==> src/rtl/lj_force_accumulator.sv <==
// rtl/lj_force_accumulator.sv - per-reference-particle fp32 vector accumulator for the LJ force pipeline
//
// fp32_add
//   Combinational IEEE-754 single-precision adder, round-to-nearest-even,
//   gradual underflow, overflow to infinity, NaN on NaN input or inf-inf.
//   i_a, i_b : operands
//   o_sum    : i_a + i_b
//
// lj_force_accumulator
//   Sums the per-pair velocity-delta vectors {z,y,x} of one reference particle
//   and presents the per-component total, the particle index and the beat count
//   once per group over a valid/ready handshake.
//   clk, rst_n         : clock, asynchronous active-low reset
//   in_valid/in_ready  : input beat handshake (in_ready depends on state only)
//   lj_in              : fp32 delta vector {z[95:64], y[63:32], x[31:0]}
//   in_id              : reference-particle index, taken from the first beat
//   in_last            : final beat of the group
//   out_valid/out_ready: result handshake
//   sum_out            : per-component fp32 sum of the group
//   out_id             : index latched from the group's first beat
//   out_cnt            : beats in the group, saturating at MAX_CNT
//   vel_in             : current velocity, added to the result only with VEL_UPDATE_EN
//
// Build option: define VEL_UPDATE_EN to make sum_out = vel_in + group sum.

module fp32_add (
  input  logic [31:0] i_a,
  input  logic [31:0] i_b,
  output logic [31:0] o_sum
);

  logic        a_s, b_s, a_nan, b_nan, a_inf, b_inf, swap;
  logic [7:0]  a_e, b_e;
  logic [22:0] a_f, b_f;
  logic        big_s, small_s;
  logic [7:0]  big_e, small_e, big_ee, small_ee, d;
  logic [22:0] big_f, small_f;
  logic [26:0] big_x, small_x, small_sh, norm;
  logic        sticky, round_up;
  logic [27:0] raw;
  logic [4:0]  lz;
  logic [9:0]  e_work, shift, e_field;
  logic [24:0] rounded;
  logic [22:0] mant;

  assign a_s = i_a[31];
  assign a_e = i_a[30:23];
  assign a_f = i_a[22:0];
  assign b_s = i_b[31];
  assign b_e = i_b[30:23];
  assign b_f = i_b[22:0];

  always_comb begin
    o_sum    = 32'h0;
    a_nan    = (a_e == 8'hFF) && (a_f != 23'h0);
    b_nan    = (b_e == 8'hFF) && (b_f != 23'h0);
    a_inf    = (a_e == 8'hFF) && (a_f == 23'h0);
    b_inf    = (b_e == 8'hFF) && (b_f == 23'h0);
    swap     = 1'b0;
    big_s    = 1'b0;
    small_s  = 1'b0;
    big_e    = 8'h0;
    small_e  = 8'h0;
    big_f    = 23'h0;
    small_f  = 23'h0;
    big_ee   = 8'h0;
    small_ee = 8'h0;
    d        = 8'h0;
    big_x    = 27'h0;
    small_x  = 27'h0;
    small_sh = 27'h0;
    sticky   = 1'b0;
    raw      = 28'h0;
    lz       = 5'd27;
    e_work   = 10'h0;
    shift    = 10'h0;
    norm     = 27'h0;
    e_field  = 10'h0;
    round_up = 1'b0;
    rounded  = 25'h0;
    mant     = 23'h0;

    if (a_nan || b_nan || (a_inf && b_inf && (a_s != b_s))) begin
      o_sum = 32'h7FC00000;
    end else if (a_inf) begin
      o_sum = i_a;
    end else if (b_inf) begin
      o_sum = i_b;
    end else begin
      // Order by magnitude so the subtraction below never goes negative.
      swap    = {b_e, b_f} > {a_e, a_f};
      big_s   = swap ? b_s : a_s;
      big_e   = swap ? b_e : a_e;
      big_f   = swap ? b_f : a_f;
      small_s = swap ? a_s : b_s;
      small_e = swap ? a_e : b_e;
      small_f = swap ? a_f : b_f;

      // Denormals share the exponent of the smallest normal, without the hidden bit.
      big_ee   = (big_e == 8'h0) ? 8'd1 : big_e;
      small_ee = (small_e == 8'h0) ? 8'd1 : small_e;
      d        = big_ee - small_ee;
      big_x    = {(big_e != 8'h0), big_f, 3'b000};
      small_x  = {(small_e != 8'h0), small_f, 3'b000};

      // Three extra LSBs carry guard, round and a sticky OR of everything shifted out.
      if (d >= 8'd27) begin
        small_sh = 27'h0;
        sticky   = |small_x;
      end else begin
        small_sh = small_x >> d;
        sticky   = |(small_x & ((27'h1 << d) - 27'h1));
      end
      small_sh[0] = small_sh[0] | sticky;

      if (big_s == small_s) begin
        raw = {1'b0, big_x} + {1'b0, small_sh};
      end else begin
        raw = {1'b0, big_x} - {1'b0, small_sh};
      end

      if (raw == 28'h0) begin
        // Exact cancellation yields +0; only -0 + -0 keeps the negative sign.
        o_sum = {big_s & small_s, 31'h0};
      end else begin
        e_work = {2'b00, big_ee};
        if (raw[27]) begin
          norm   = {raw[27:2], raw[1] | raw[0]};
          e_work = e_work + 10'd1;
        end else begin
          for (int i = 0; i <= 26; i++) begin
            if (raw[i]) lz = 5'(26 - i);
          end
          // Stop normalising at the denormal boundary.
          if ({5'b0, lz} < e_work) shift = {5'b0, lz};
          else                     shift = e_work - 10'd1;
          norm   = raw[26:0] << shift;
          e_work = e_work - shift;
        end

        e_field  = norm[26] ? e_work : 10'd0;
        round_up = norm[2] & (norm[1] | norm[0] | norm[3]);
        rounded  = {1'b0, norm[26:3]} + {24'h0, round_up};
        if (rounded[24]) begin
          mant    = rounded[23:1];
          e_field = e_field + 10'd1;
        end else begin
          mant = rounded[22:0];
          // A denormal that rounds up into the hidden bit becomes the smallest normal.
          if ((e_field == 10'd0) && rounded[23]) e_field = 10'd1;
        end

        if (e_field >= 10'd255) o_sum = {big_s, 8'hFF, 23'h0};
        else                    o_sum = {big_s, e_field[7:0], mant};
      end
    end
  end

endmodule

module lj_force_accumulator #(
  parameter int          ID_W    = 8,
  parameter logic [15:0] MAX_CNT = 16'hFFFF
) (
  input  logic            clk,
  input  logic            rst_n,
  input  logic            in_valid,
  output logic            in_ready,
  input  logic [95:0]     lj_in,
  input  logic [ID_W-1:0] in_id,
  input  logic            in_last,
  output logic            out_valid,
  input  logic            out_ready,
  output logic [95:0]     sum_out,
  output logic [ID_W-1:0] out_id,
  output logic [15:0]     out_cnt,
  input  logic [95:0]     vel_in
);

  typedef enum logic {S_ACC, S_HOLD} state_t;

  state_t          r_state, w_next_state;
  logic [95:0]     r_acc, r_sum;
  logic            r_first;
  logic [15:0]     r_cnt, r_out_cnt;
  logic [ID_W-1:0] r_id, r_out_id;

  logic [95:0]     w_new, w_final;
  logic [15:0]     w_cnt_inc;
  logic            w_accept;

  // One adder per component: running sum plus the incoming delta.
  for (genvar g = 0; g < 3; g++) begin : g_acc_add
    fp32_add u_add (
      .i_a   (r_acc[32*g +: 32]),
      .i_b   (lj_in[32*g +: 32]),
      .o_sum (w_new[32*g +: 32])
    );
  end

`ifdef VEL_UPDATE_EN
  // Chained after the accumulate adder so the group result becomes the new velocity.
  for (genvar g = 0; g < 3; g++) begin : g_vel_add
    fp32_add u_vadd (
      .i_a   (vel_in[32*g +: 32]),
      .i_b   (w_new[32*g +: 32]),
      .o_sum (w_final[32*g +: 32])
    );
  end
`else
  logic w_unused_vel;
  assign w_unused_vel = ^vel_in;
  assign w_final      = w_new;
`endif

  assign w_cnt_inc = (r_cnt >= MAX_CNT) ? MAX_CNT : (r_cnt + 16'd1);
  assign w_accept  = in_valid & in_ready;

  always_ff @(posedge clk or negedge rst_n) begin
    if (!rst_n) r_state <= S_ACC;
    else        r_state <= w_next_state;
  end

  always_comb begin
    w_next_state = r_state;
    in_ready     = 1'b0;
    out_valid    = 1'b0;
    case (r_state)
      S_ACC: begin
        in_ready = 1'b1;
        if (in_valid && in_last) w_next_state = S_HOLD;
      end
      S_HOLD: begin
        out_valid = 1'b1;
        // The handoff cycle takes no beat because in_ready stays low here.
        if (out_ready) w_next_state = S_ACC;
      end
      default: w_next_state = S_ACC;
    endcase
  end

  always_ff @(posedge clk or negedge rst_n) begin
    if (!rst_n) begin
      r_acc     <= 96'h0;
      r_first   <= 1'b1;
      r_cnt     <= 16'h0;
      r_id      <= '0;
      r_sum     <= 96'h0;
      r_out_id  <= '0;
      r_out_cnt <= 16'h0;
    end else if (w_accept) begin
      if (in_last) begin
        r_sum     <= w_final;
        r_out_id  <= r_first ? in_id : r_id;
        r_out_cnt <= w_cnt_inc;
        r_acc     <= 96'h0;
        r_cnt     <= 16'h0;
        r_first   <= 1'b1;
      end else begin
        r_acc <= w_new;
        r_cnt <= w_cnt_inc;
        if (r_first) begin
          r_id    <= in_id;
          r_first <= 1'b0;
        end
      end
    end
  end

  assign sum_out = r_sum;
  assign out_id  = r_out_id;
  assign out_cnt = r_out_cnt;

endmodule

==> config.mk <==
export PLATFORM = sky130hd
export DESIGN_NAME = lj_force_accumulator
export DESIGN_NICKNAME = d
export VERILOG_FILES = /design/src/rtl/lj_force_accumulator.sv
export SDC_FILE = /design/constraint.sdc
export NUM_CORES = 2
export LEC_CHECK = 0
export ABC_AREA = 1
export BUFFER_PORTS_ARGS = -buffer_cell sky130_fd_sc_hd__buf_2
export CAP_MARGIN = 0
export CELL_PAD_IN_SITES_DETAIL_PLACEMENT = 0
export CELL_PAD_IN_SITES_GLOBAL_PLACEMENT = 1
export CORE_MARGIN = 2
export CORE_UTILIZATION = 27
export DETAILED_ROUTE_END_ITERATION = 8
export GPL_TIMING_DRIVEN = 0
export HOLD_SLACK_MARGIN = 0.02
export PLACE_DENSITY = 0.55
export SLEW_MARGIN = 10
export SYNTH_ARGS = -nofsm -noshare
export SYNTH_HDL_FRONTEND = slang
export SYNTH_SLANG_ARGS = --single-unit
==> constraint.sdc <==
create_clock -name clk -period 20.9 [get_ports clk]
set_input_delay 3.135 -clock clk [delete_from_list [all_inputs] [get_ports clk]]
set_output_delay 3.135 -clock clk [all_outputs]
set_load 0.01 [all_outputs]
==> qor.csv <==
stage;metric;value;unit
timing;finalSetupViolCount;0;
timing;timing.fmax;51.19;MHz
timing;hold_ws;0.4656;ns
logic_synthesis;ys.flop_type;dfrtp_1;
placement;hpwl;192500;um
final_layout;layout_common_cells;nand2_1, nand3_1, inv_1;
setup_path;arrival;19.98;ns
route;postRouteAntennaNets;0;
setup_path;critPathRequiredTime;21.35;ns
timing;finalMaxSlewViolations;0;
clock_tree;cts_setup_buffers;0;
logic_synthesis;ys_async_sr_fraction;100.0;%
logic_synthesis;synth_area;44800;um2
clock_tree;cts_root_buffer;clkbuf_16;
placement;numPortBuffers;230;
logic_synthesis;yosys.area.top_type;nand2_1;
global_routing;antenna_found_initial;6;
floorplanning;dieArea;169200;um2
clock_tree;cts_htree_levels;1;
floorplanning;rows;149;
clock_tree;numClockSinks;242;
final_layout;layout-drive-gt1-share;11.17;%
global_routing;overflow;0;
route;first_pass_iters;9;
logic_synthesis;synth-edff-count;0;
clock_tree;holdBufCountCts;0;
flow_run;drv_cap;0;
placement;place.gp.congestion;0.9777;
route;drc;0;
timing;timing.final.crit_share;93.47;%
setup_path;max_stage_delay;0.53;ns
floorplanning;die_w;411.4;um
floorplanning;io-pin-count;327;
worst_hold_path;holdCritPathClass;flop to flop;
timing;clock_skew;0.03051;ns
logic_synthesis;ys_seq_elements;242;
final_layout;area.growth.synth_to_final;11.18;%
logic_synthesis;ys_top_cells_by_area;nand2_1, dfrtp_1, nand3_1;
logic_synthesis;ys_warn_count;0;
setup_path;timing.critical_path.mode_cell;nand2_1;
final_layout;multiInputGateArea;32930;um2
clock_tree;clockBufferDepth;3;
status;status;complete, no violations;
logic_synthesis;syn_avg_cell_area;5.730;um2
logic_synthesis;ys_seq_area_share;13.52;%
floorplanning;coreArea;164800;um2
route;drtIter0Drc;4906;
route;wl;225700;um
setup_path;worst-setup-path-type;input pin to flop;
global_routing;grt_pass1_vias;50360;
timing;hold_viol;0;
timing;rsz0062_at_grt;no;
final_layout;finalNetCount;8605;
global_routing;grt_pass1_wl;332100;um
final_layout;final_common_cell;nand2_1;
clock_tree;cts.clk_slew.worst_paths;0.06;ns
setup_path;path_max_fanout;19;
final_layout;seq_area;6057;um2
logic_synthesis;syn-num-nets;8343;
setup_path;start_kind;input pin;
setup_path;reg2reg_setup_slack;3.47;ns
global_routing;grt_start_max_net_pins;99;
floorplanning;initial_core_util;27.19;%
route;wl_per_cell;21.93;um
logic_synthesis;ys_types;85;
final_layout;n_fill_cell;19220;
floorplanning;fp.dieH;411.4;um
setup_path;endpoint_kind;flop;
clock_tree;clock_latency;0.64;ns
setup_path;cp_slowest_cell;xor2_1;
logic_synthesis;netlist_instances;7819;
global_routing;grt_usage;25.81;%
logic_synthesis;synth_top_cell_area_share;21.60;%
timing;slew_headroom;21.78;%
route;vias;53070;
route;viasPerCell;5.157;
timing;worst_slew_pin_slew;1.173;ns
clock_tree;numCtsBuffers;30;
clock_tree;cts_tree;done;
timing;tns;0;ns
timing;layout_min_cycle_time;19.54;ns
==> cells in the mapped netlist (64+ instances only) <==
cell type	count
o21ai_1	64
ha_1	310
nand2_2	101
dfrtp_1	241
a21oi_1	271
nand4_1	167
nor2_1	564
nand3_1	1012
nor3_1	91
o21ai_0	410
clkbuf_1	118
inv_1	906
nand2_1	2578
xor2_1	93
==> flip-flops by register name, summed over array words and instances (netlist names) <==
name     flops
r_cnt       16
out_cnt     16
sum_out     96
out_id       8
r_first      1
r_id         8
r_acc       96
r_state      1
==> what timing repair did <==
| action | 4_1_cts | 5_1_grt |
|---|---|---|
| gates resized for setup | 2 | 23 |
| cloned | 0 | 0 |
| endpoints found under the setup margin | 62 | 186 |
==> worst paths after layout <==
check                      startpoint     endpoint  cells after the start
max in group asynchronous       rst_n  sum_out[24]                      3
max                         lj_in[14]    r_acc[29]                     85
min                         out_id[3]    out_id[3]                      2
min reg2reg                 out_id[3]    out_id[3]                      2
max reg2reg                 r_acc[62]    r_acc[42]                     95
min in group asynchronous       rst_n  sum_out[64]                      1
==> cell type report <==
class / count / area share (%)
Buffer: 296 / 4.368
Clock buffer: 36 / 1.613
Antenna cell: 3 / 0.01507
Clock inverter: 14 / 0.3391
Tap cell: 2189 / 5.498
Timing Repair Buffer: 233 / 2.497
Inverter: 979 / 7.402
Multi-Input combinational cell: 6299 / 66.11
Sequential cell: 242 / 12.16
==> per-stage QoR <==
step / worst slack [ns] / std cells / util [%] / cell area (um2)
6_report: 1.365 / 10290 / 30.23 / 49810
5_1_grt: 0.09794 / 10290 / 30.22 / 49810
4_1_cts: 0.005372 / 10290 / 30.20 / 49770
3_5_place_dp: -0.9925 / 10240 / 29.61 / 48790
3_3_place_gp: -1.118 / 10240 / 29.55 / 48690
2_1_floorplan: 5.004 / 7819 / - / 44800
==> layer usage <==
metal	track usage, %	share of wire (%)	up-vias
met4	5.842	2.6	2
met3	2.222	5.4	209
met5	0	0.0058	-
met2	40.79	44	1605
li1	-	-	26080
met1	37.68	49	25170
==> worst max-delay path, delay by kind of cell <==
kind	cells	cell delay, ns
and+or+nand+nor	53	8.37
AOI/OAI and AO/OA	14	3.83
buffers and inverters	12	2.44
adders and majority gates	5	1.60
xor gates and xnor gates	1	0.53
==> kinds of logic after synthesis <==
family          after synthesis  share of synthesized area [%]
flops                       242                          13.52
fa+ha+maj                   319                          9.059
simple gates               4796                          47.91
buf+inv                    1278                          13.09
xor+xnor                    126                          2.564
mux                           7                         0.1564
compound gates             1051                          13.70
Power is left out: the tool's default activity adds up to more than one toggle a clock period on the data nets, which glitch-free logic cannot reach.
